--- src/rtl/if_prefetch.sv ---
// ---------------------------------------------------------------------------
// if_prefetch
// Instruction-fetch stage feeding the ID decoder. Keeps a PC, issues in-order
// word fetches on the instruction bus, buffers returned words (with their
// addresses) in a small FIFO and presents the FIFO head at the IF/ID boundary.
// A redirect flushes the FIFO and drops every fetch still in flight.
//
// Ports
//   i_clk, i_rst_n        clock (rising edge), synchronous active-low reset
//   i_jump_en/_addr       redirect request and word-aligned target
//   i_pipe_stop           ID stalled, head is not consumed
//   o_ibus_req/_addr      fetch request and address (address = PC)
//   i_ibus_gnt            request accepted
//   i_ibus_rvalid/_rdata  in-order read response, one per grant
//   o_valid/o_iaddr/o_idata  head instruction (NOP_INST / 0 when empty)
// ---------------------------------------------------------------------------
module if_prefetch #(
    parameter int unsigned DEPTH    = 4,
    parameter logic [31:0] RESET_PC = 32'h0000_0000,
    parameter logic [31:0] NOP_INST = 32'h0000_0013
) (
    input  logic        i_clk,
    input  logic        i_rst_n,
    input  logic        i_jump_en,
    input  logic [31:0] i_jump_addr,
    input  logic        i_pipe_stop,
    output logic        o_ibus_req,
    output logic [31:0] o_ibus_addr,
    input  logic        i_ibus_gnt,
    input  logic        i_ibus_rvalid,
    input  logic [31:0] i_ibus_rdata,
    output logic        o_valid,
    output logic [31:0] o_iaddr,
    output logic [31:0] o_idata
);

    localparam int unsigned AW = $clog2(DEPTH);
    localparam int unsigned CW = AW + 1;
    localparam logic [CW:0] LP_DEPTH = (CW + 1)'(DEPTH);

    logic [31:0]   r_pc;
    logic [31:0]   r_fifo_addr [DEPTH];
    logic [31:0]   r_fifo_data [DEPTH];
    logic [AW-1:0] r_rd_ptr;
    logic [AW-1:0] r_wr_ptr;
    logic [CW-1:0] r_count;
    logic [CW-1:0] r_inflight;
    logic [CW-1:0] r_discard;
    logic [31:0]   r_tag [DEPTH];
    logic [AW-1:0] r_tag_wr;
    logic [AW-1:0] r_tag_rd;

    logic [CW:0]   w_used;
    logic          w_req;
    logic          w_grant;
    logic          w_push;
    logic          w_valid;
    logic          w_pop;

    // Credits: buffered words plus outstanding fetches never exceed DEPTH,
    // so a returning response always finds room in the FIFO.
    assign w_used  = {1'b0, r_count} + {1'b0, r_inflight};
    assign w_req   = i_rst_n & ~i_jump_en & (w_used < LP_DEPTH);
    assign w_grant = w_req & i_ibus_gnt;
    assign w_push  = i_ibus_rvalid & ~i_jump_en & (r_discard == '0);
    assign w_valid = (r_count != '0);
    assign w_pop   = w_valid & ~i_pipe_stop & ~i_jump_en;

    assign o_ibus_req  = w_req;
    assign o_ibus_addr = r_pc;
    assign o_valid     = w_valid;
    assign o_iaddr     = w_valid ? r_fifo_addr[r_rd_ptr] : '0;
    assign o_idata     = w_valid ? r_fifo_data[r_rd_ptr] : NOP_INST;

    always_ff @(posedge i_clk) begin
        if (!i_rst_n) begin
            r_pc       <= RESET_PC;
            r_rd_ptr   <= '0;
            r_wr_ptr   <= '0;
            r_count    <= '0;
            r_inflight <= '0;
            r_discard  <= '0;
            r_tag_wr   <= '0;
            r_tag_rd   <= '0;
        end else begin
            // Tag queue and in-flight count track the bus regardless of redirects.
            if (w_grant) begin
                r_pc            <= r_pc + 32'd4;
                r_tag[r_tag_wr] <= r_pc;
                r_tag_wr        <= r_tag_wr + AW'(1);
            end
            if (i_ibus_rvalid) begin
                r_tag_rd <= r_tag_rd + AW'(1);
            end
            case ({w_grant, i_ibus_rvalid})
                2'b10:   r_inflight <= r_inflight + CW'(1);
                2'b01:   r_inflight <= r_inflight - CW'(1);
                default: ;
            endcase

            if (i_jump_en) begin
                r_pc     <= i_jump_addr;
                r_count  <= '0;
                r_rd_ptr <= '0;
                r_wr_ptr <= '0;
                // Every outstanding fetch (already-discarded ones included)
                // becomes a drop; this cycle's response is dropped here.
                r_discard <= r_inflight - CW'(i_ibus_rvalid);
            end else begin
                if (i_ibus_rvalid && (r_discard != '0)) begin
                    r_discard <= r_discard - CW'(1);
                end
                if (w_push) begin
                    r_fifo_addr[r_wr_ptr] <= r_tag[r_tag_rd];
                    r_fifo_data[r_wr_ptr] <= i_ibus_rdata;
                    r_wr_ptr              <= r_wr_ptr + AW'(1);
                end
                if (w_pop) begin
                    r_rd_ptr <= r_rd_ptr + AW'(1);
                end
                case ({w_push, w_pop})
                    2'b10:   r_count <= r_count + CW'(1);
                    2'b01:   r_count <= r_count - CW'(1);
                    default: ;
                endcase
            end
        end
    end

endmodule

--- config.mk ---
export PLATFORM = sky130hd
export DESIGN_NAME = if_prefetch
export DESIGN_NICKNAME = d
export VERILOG_FILES = /design/src/rtl/if_prefetch.sv
export SDC_FILE = /design/constraint.sdc
export NUM_CORES = 1
export LEC_CHECK = 0
export BUFFER_PORTS_ARGS = -buffer_cell sky130_fd_sc_hd__buf_4
export CAP_MARGIN = 20
export CORE_MARGIN = 2
export CORE_UTILIZATION = 28
export DETAILED_ROUTE_END_ITERATION = 10
export SYNTH_ARGS = -nofsm -noshare
export SYNTH_HDL_FRONTEND = slang
export SYNTH_SLANG_ARGS = --single-unit
--- constraint.sdc ---
create_clock -name i_clk -period 3.2 [get_ports i_clk]
set_input_delay 0.32 -clock i_clk [delete_from_list [all_inputs] [get_ports i_clk]]
set_output_delay 0.32 -clock i_clk [all_outputs]
set_load 0.03 [all_outputs]
== Yosys cells after proc, flatten, opt, wreduce, memory -nomap -nowiden ==
Memories as Yosys holds them, arrays and structs flattened. A register that Yosys moved wholly into a read port is not among the register bits.
Cells that the tools add are included.

* Add/sub/neg operators: 12
* $lt $le $gt $ge: 1
* Eq/ne operators: 4
* Muxes and demuxes: 21
* Bitwise logic cells: 10
* Reductions and logical operators: 9

{| class="wikitable"
|+ Operators with widths
! kind !! number
|-
| two-way mux 32 bit || 4
|-
| adder 32 x 3 -> 32 bit (second input constant) || 1
|-
| two-way mux 2 bit || 6
|-
| case mux 3 bit (2 select lines) || 2
|-
| subtractor 3 x 1 -> 3 bit (second input constant) || 3
|-
| adder 2 x 1 -> 2 bit (second input constant) || 4
|-
| nonzero test 2 bit || 4
|-
| bitwise AND 1 bit || 7
|-
| two-way mux 1 bit || 7
|-
| adder 3 x 1 -> 3 bit (second input constant) || 2
|-
| two-way mux 3 bit || 2
|-
| nonzero test 3 bit || 2
|-
| adder 3 x 3 -> 4 bit || 1
|-
| == test 2 x 1 -> 1 bit (second input constant) || 2
|-
| == test 2 bit (second input constant) || 2
|-
| < comparator 4 x 3 -> 1 bit (second input constant) || 1
|-
| logical NOT 3 bit || 1
|-
| inverter 1 bit || 3
|-
| subtractor 3 x 1 -> 3 bit || 1
|-
| OR reduction 2 bit || 1
|-
| logical AND 1 bit || 1
|}

* Bits in registers: 49
* Bits in writable memories: 384
* Bits of input ports: 70
* Output and inout port bits: 98
* Memories: 3

{| class="wikitable"
|+ Memory list
! name !! depth !! width !! rd ports !! clocked after memory_dff !! wr ports !! RTL line !! RTL
|-
| r_fifo_addr || 4 || 32 || 1 || 1 || 1 || 42 || <nowiki>logic [31:0] r_fifo_addr [DEPTH];</nowiki>
|-
| r_fifo_data || 4 || 32 || 1 || 1 || 1 || 43 || <nowiki>logic [31:0] r_fifo_data [DEPTH];</nowiki>
|-
| r_tag || 4 || 32 || 1 || 1 || 1 || 49 || <nowiki>logic [31:0] r_tag [DEPTH];</nowiki>
|}

== Logic depth before layout (Yosys ltp) ==
* Depth after elaboration: 7
* Mapped depth: 12

== Least setup slack after synthesis ==
OpenSTA, ideal clock, no wires.

* Path kind: input to register
* Start point: input port i_jump_en
* End point: memory r_fifo_addr[0][0], enable pin
* Arrival: 2.524 ns
* Path slack: 0.247 ns
* Stages: 5
* Path buffers: 2
* Cells stage by stage: clkbuf_1 -> nand2b_1 -> clkbuf_1 -> nor2_1 -> and2_1

* Longest elaborated chain between the ends: 7

{| class="wikitable"
|+ Ends and longest elaborated chain
! item !! RTL line !! RTL
|-
| start: declaration || 24 || <nowiki>input logic i_jump_en,</nowiki>
|-
| inverter 1 bit || 65 || <nowiki>assign w_push = i_ibus_rvalid & ~i_jump_en & (r_discard == '0);</nowiki>
|-
| bitwise AND 1 bit (2 in series) || 65 ||
|-
| two-way mux 1 bit || 113 || <nowiki>if (w_push) begin</nowiki>
|-
| two-way mux 1 bit (*) || 101 || <nowiki>if (i_jump_en) begin</nowiki>
|-
| two-way mux 1 bit (*) || 76 || <nowiki>if (!i_rst_n) begin</nowiki>
|-
| two-way mux 1 bit (implied by the code) (*) || 114 || <nowiki>r_fifo_addr[r_wr_ptr] <= r_tag[r_tag_rd];</nowiki>
|-
| end: declaration || 42 ||
|}

Mark *: on every way between the ends. The rest lies on a longest branch, timed or not.

==> flow_summary.toml <==
[clocking]
cts_setup_buffers = 0
cts_made_buffers = 47
insertion_delay_ns = 0.57
cts_root_buffer = "clkbuf_16"
cts_hold_buf = 40
ctsResizeCount = 0
cts.sinks = 437
clk_pin_slew_ns = 0.06
cts_buffer_depth = 3
cts_tree = "built"
htree_levels = 2

[floorplanning]
rows = 90
die_w_um = 251.8
start_util = 0.2839
fp.dieArea_um2 = 63420
ios = 168
core_area_um2 = 60580
die_h_um = 251.8

[grt]
grt_antenna_before_repair = 0
grt_first_pass_wirelength_mm = 58.61
grt-ovfl-total = 0
grt.total_usage = 0.1226
grt_max_degree = 43
grt_pass1_vias = 9313

[critical_path]
worstSetupPathType = "register to primary output"
critPathBufInv = 2
slowest_delay_ns = 0.59
worstPathRequired_ns = 2.88
endpoint_kind = "primary output"
startpoint_type = "register"
path_max_fanout = 17
cp_top_family = "flip-flops"
cp_slowest_cell = "dfxtp_4"
crit_chain = "buf_4 -> mux4_2 -> and2_1 -> buf_4"
critPathArrivalTime_ns = 2.40
crit_top_cell = "buf_4"

[synth]
yosys_warnings = 0
syn_inst = 921
syn-cell-area_um2 = 17200
synthTopCellsByCount = "384 x edfxtp_1, 96 x mux4_2, 74 x and2_1, 53 x dfxtp_1, 31 x nand2_1"
synth.distinct_cells = 53
seq_area_frac_synth = 0.7322
synth_ff_type = "edfxtp_1"
yosysTopAreaCellShare = 0.6705
synth_most_common_cell = "edfxtp_1"
ys_top_cells_by_area = "edfxtp_1 67%, mux4_2 13%, dfxtp_1 6.2%"
synth-seq-cells = 437
synth_edf_count = 384
synth_area_leader_cell = "edfxtp_1"
async_flop_share = 0
syn_avg_cell_area_um2 = 18.67
syn_nets = 1010

[detailed_routing]
drtAntennaViolNets = 0
dr_total_vias = 9077
vias_per_cell = 4.577
wirelength_mm = 39.09
drc = 0
drt_iter0_markers = 543
wl_per_cell_um = 19.71
drt_first_pass_iters = 7

[power]
p_total_mw = 12.62
irDropWorstVdd_mv = 0.3171
power.density_nw_per_um2 = 585.1
leakage_nw = 7.236

[cells_and_area]
layout-drive-gt1-share = 0.3206
nNetsFinal = 1254
design_area_um2 = 21570
diodes = 0
utilization = 0.3560
final_cells = 1983
areaGrowthSynthToFinish_pct = 25.42

[sta]
finalCritPeriodShare = 0.8488
setup_viol = 0
max_clock_freq_ghz = 0.3682
relSlewSlack = 0.3931
holdWs_ns = 0.03358
worst_slew_pin_slew_ns = 0.9021
post-route-min-period_ns = 2.716
rsz0062_at_grt = "no"
finalClockSkew_ns = 0.01649
final.setup.worst_slack_ns = 0.4839
finalSetupTns_ns = 0
finalMaxSlewViolations = 0
finalHoldViolations = 0

[placed_design]
dpl-instance-area_um2 = 19650
gp_congestion = 0.7990
pre_cts_ws_ns = 0.5112
placed_cells = 1858
hpwlAfterDp_mm = 25.18
io_buffers = 167

[flow_run]
max_cap_violations = 0

[hold_path]
hold_class = "input port to register"

[outcome]
outcome = "complete, no violations"
## worst reg2reg max path: stages, from the launching register on
cell	delay (ns)
dfxtp_1	0.40
ha_1	0.29
or4b_4	0.54
nor3_4	0.16
inv_2	0.05
ha_1	0.21
inv_1	0.08
fa_1	0.17
xor2_1	0.07
or3_1	0.31
a21boi_0	0.16
## area by class of cell
class | count | area, µm²
Clock inverter | 28 | 282.8
Sequential cell | 437 | 12600
Tap cell | 782 | 978.4
Timing Repair Buffer | 237 | 2029
Fill cell | 5694 | 39010
Clock buffer | 57 | 1234
Inverter | 19 | 71.32
Multi-Input combinational cell | 423 | 4373
## cells in the final DEF (no fill, tap or decap), types with 5 or more instances in the layout
cell type | Yosys | final
a21oi_1 | 14 | 14
a31oi_1 | 10 | 10
and2_1 | 74 | 70
and3_1 | 6 | 6
and4_1 | 6 | 6
buf_12 | 0 | 12
buf_4 | 0 | 185
bufinv_16 | 0 | 5
clkbuf_1 | 27 | 8
clkbuf_16 | 0 | 47
clkinv_1 | 2 | 9
clkinv_2 | 0 | 8
dfxtp_1 | 53 | 50
dlygate4sd3_1 | 0 | 40
edfxtp_1 | 384 | 384
ha_1 | 17 | 17
inv_1 | 16 | 15
mux4_2 | 96 | 96
nand2_1 | 31 | 31
nand3_1 | 16 | 16
nand4_1 | 13 | 13
nor2_1 | 29 | 29
o21ai_0 | 15 | 15
xnor2_1 | 13 | 13
xor2_1 | 19 | 19
## report_power, final
part | switching (mW) | internal (mW) | total (mW)
Sequential | 0.102 | 6.34 | 6.45
Combinational | 0.482 | 0.368 | 0.850
Clock | 2.17 | 3.16 | 5.32
## final timing paths
check	depth (start not counted)	slack, ns	startpoint	end
hold / removal	3	0.03	i_jump_addr[30]	o_ibus_addr[30]$_SDFFE_PN0P_
setup / recovery	4	0.48	register	o_idata[24]
hold reg to reg	2	0.51	r_tag_wr[1]$_SDFFE_PN0P_	r_tag_wr[1]$_SDFFE_PN0P_
setup reg to reg	10	0.69	r_inflight[2]$_SDFFE_PN0P_	r_inflight[2]$_SDFFE_PN0P_
## flip-flops by register name, indices dropped and copies added (netlist names), named ones only
name	count
r_discard	3
o_ibus_addr	32
r_tag	128
r_wr_ptr	2
r_tag_wr	2
r_tag_rd	2
r_fifo_data	128
r_inflight	3
r_rd_ptr	2
r_count	3
r_fifo_addr	128
## cells by family (layout without fill, tap and decap cells)
family,Yosys count,after routing,share of synthesized area
buf+inv,61,341,0.01411
mux,103,103,0.1300
fa+ha+maj,19,19,0.01470
xor+xnor,32,32,0.01630
compound gates,65,65,0.02437
simple gates,204,204,0.06831
flops,437,437,0.7322
## per-layer routing
metal	GRT usage	wire length, µm	up-vias	part of all wire
li1	-	-	4152	-
met2	0.1926	18330	258	0.47
met5	0	0	-	0
met1	0.1731	17910	4621	0.46
met3	0.02713	2187	46	0.056
met4	0.03026	662	0	0.017
Note: power is estimated with default switching activity, not from simulation.
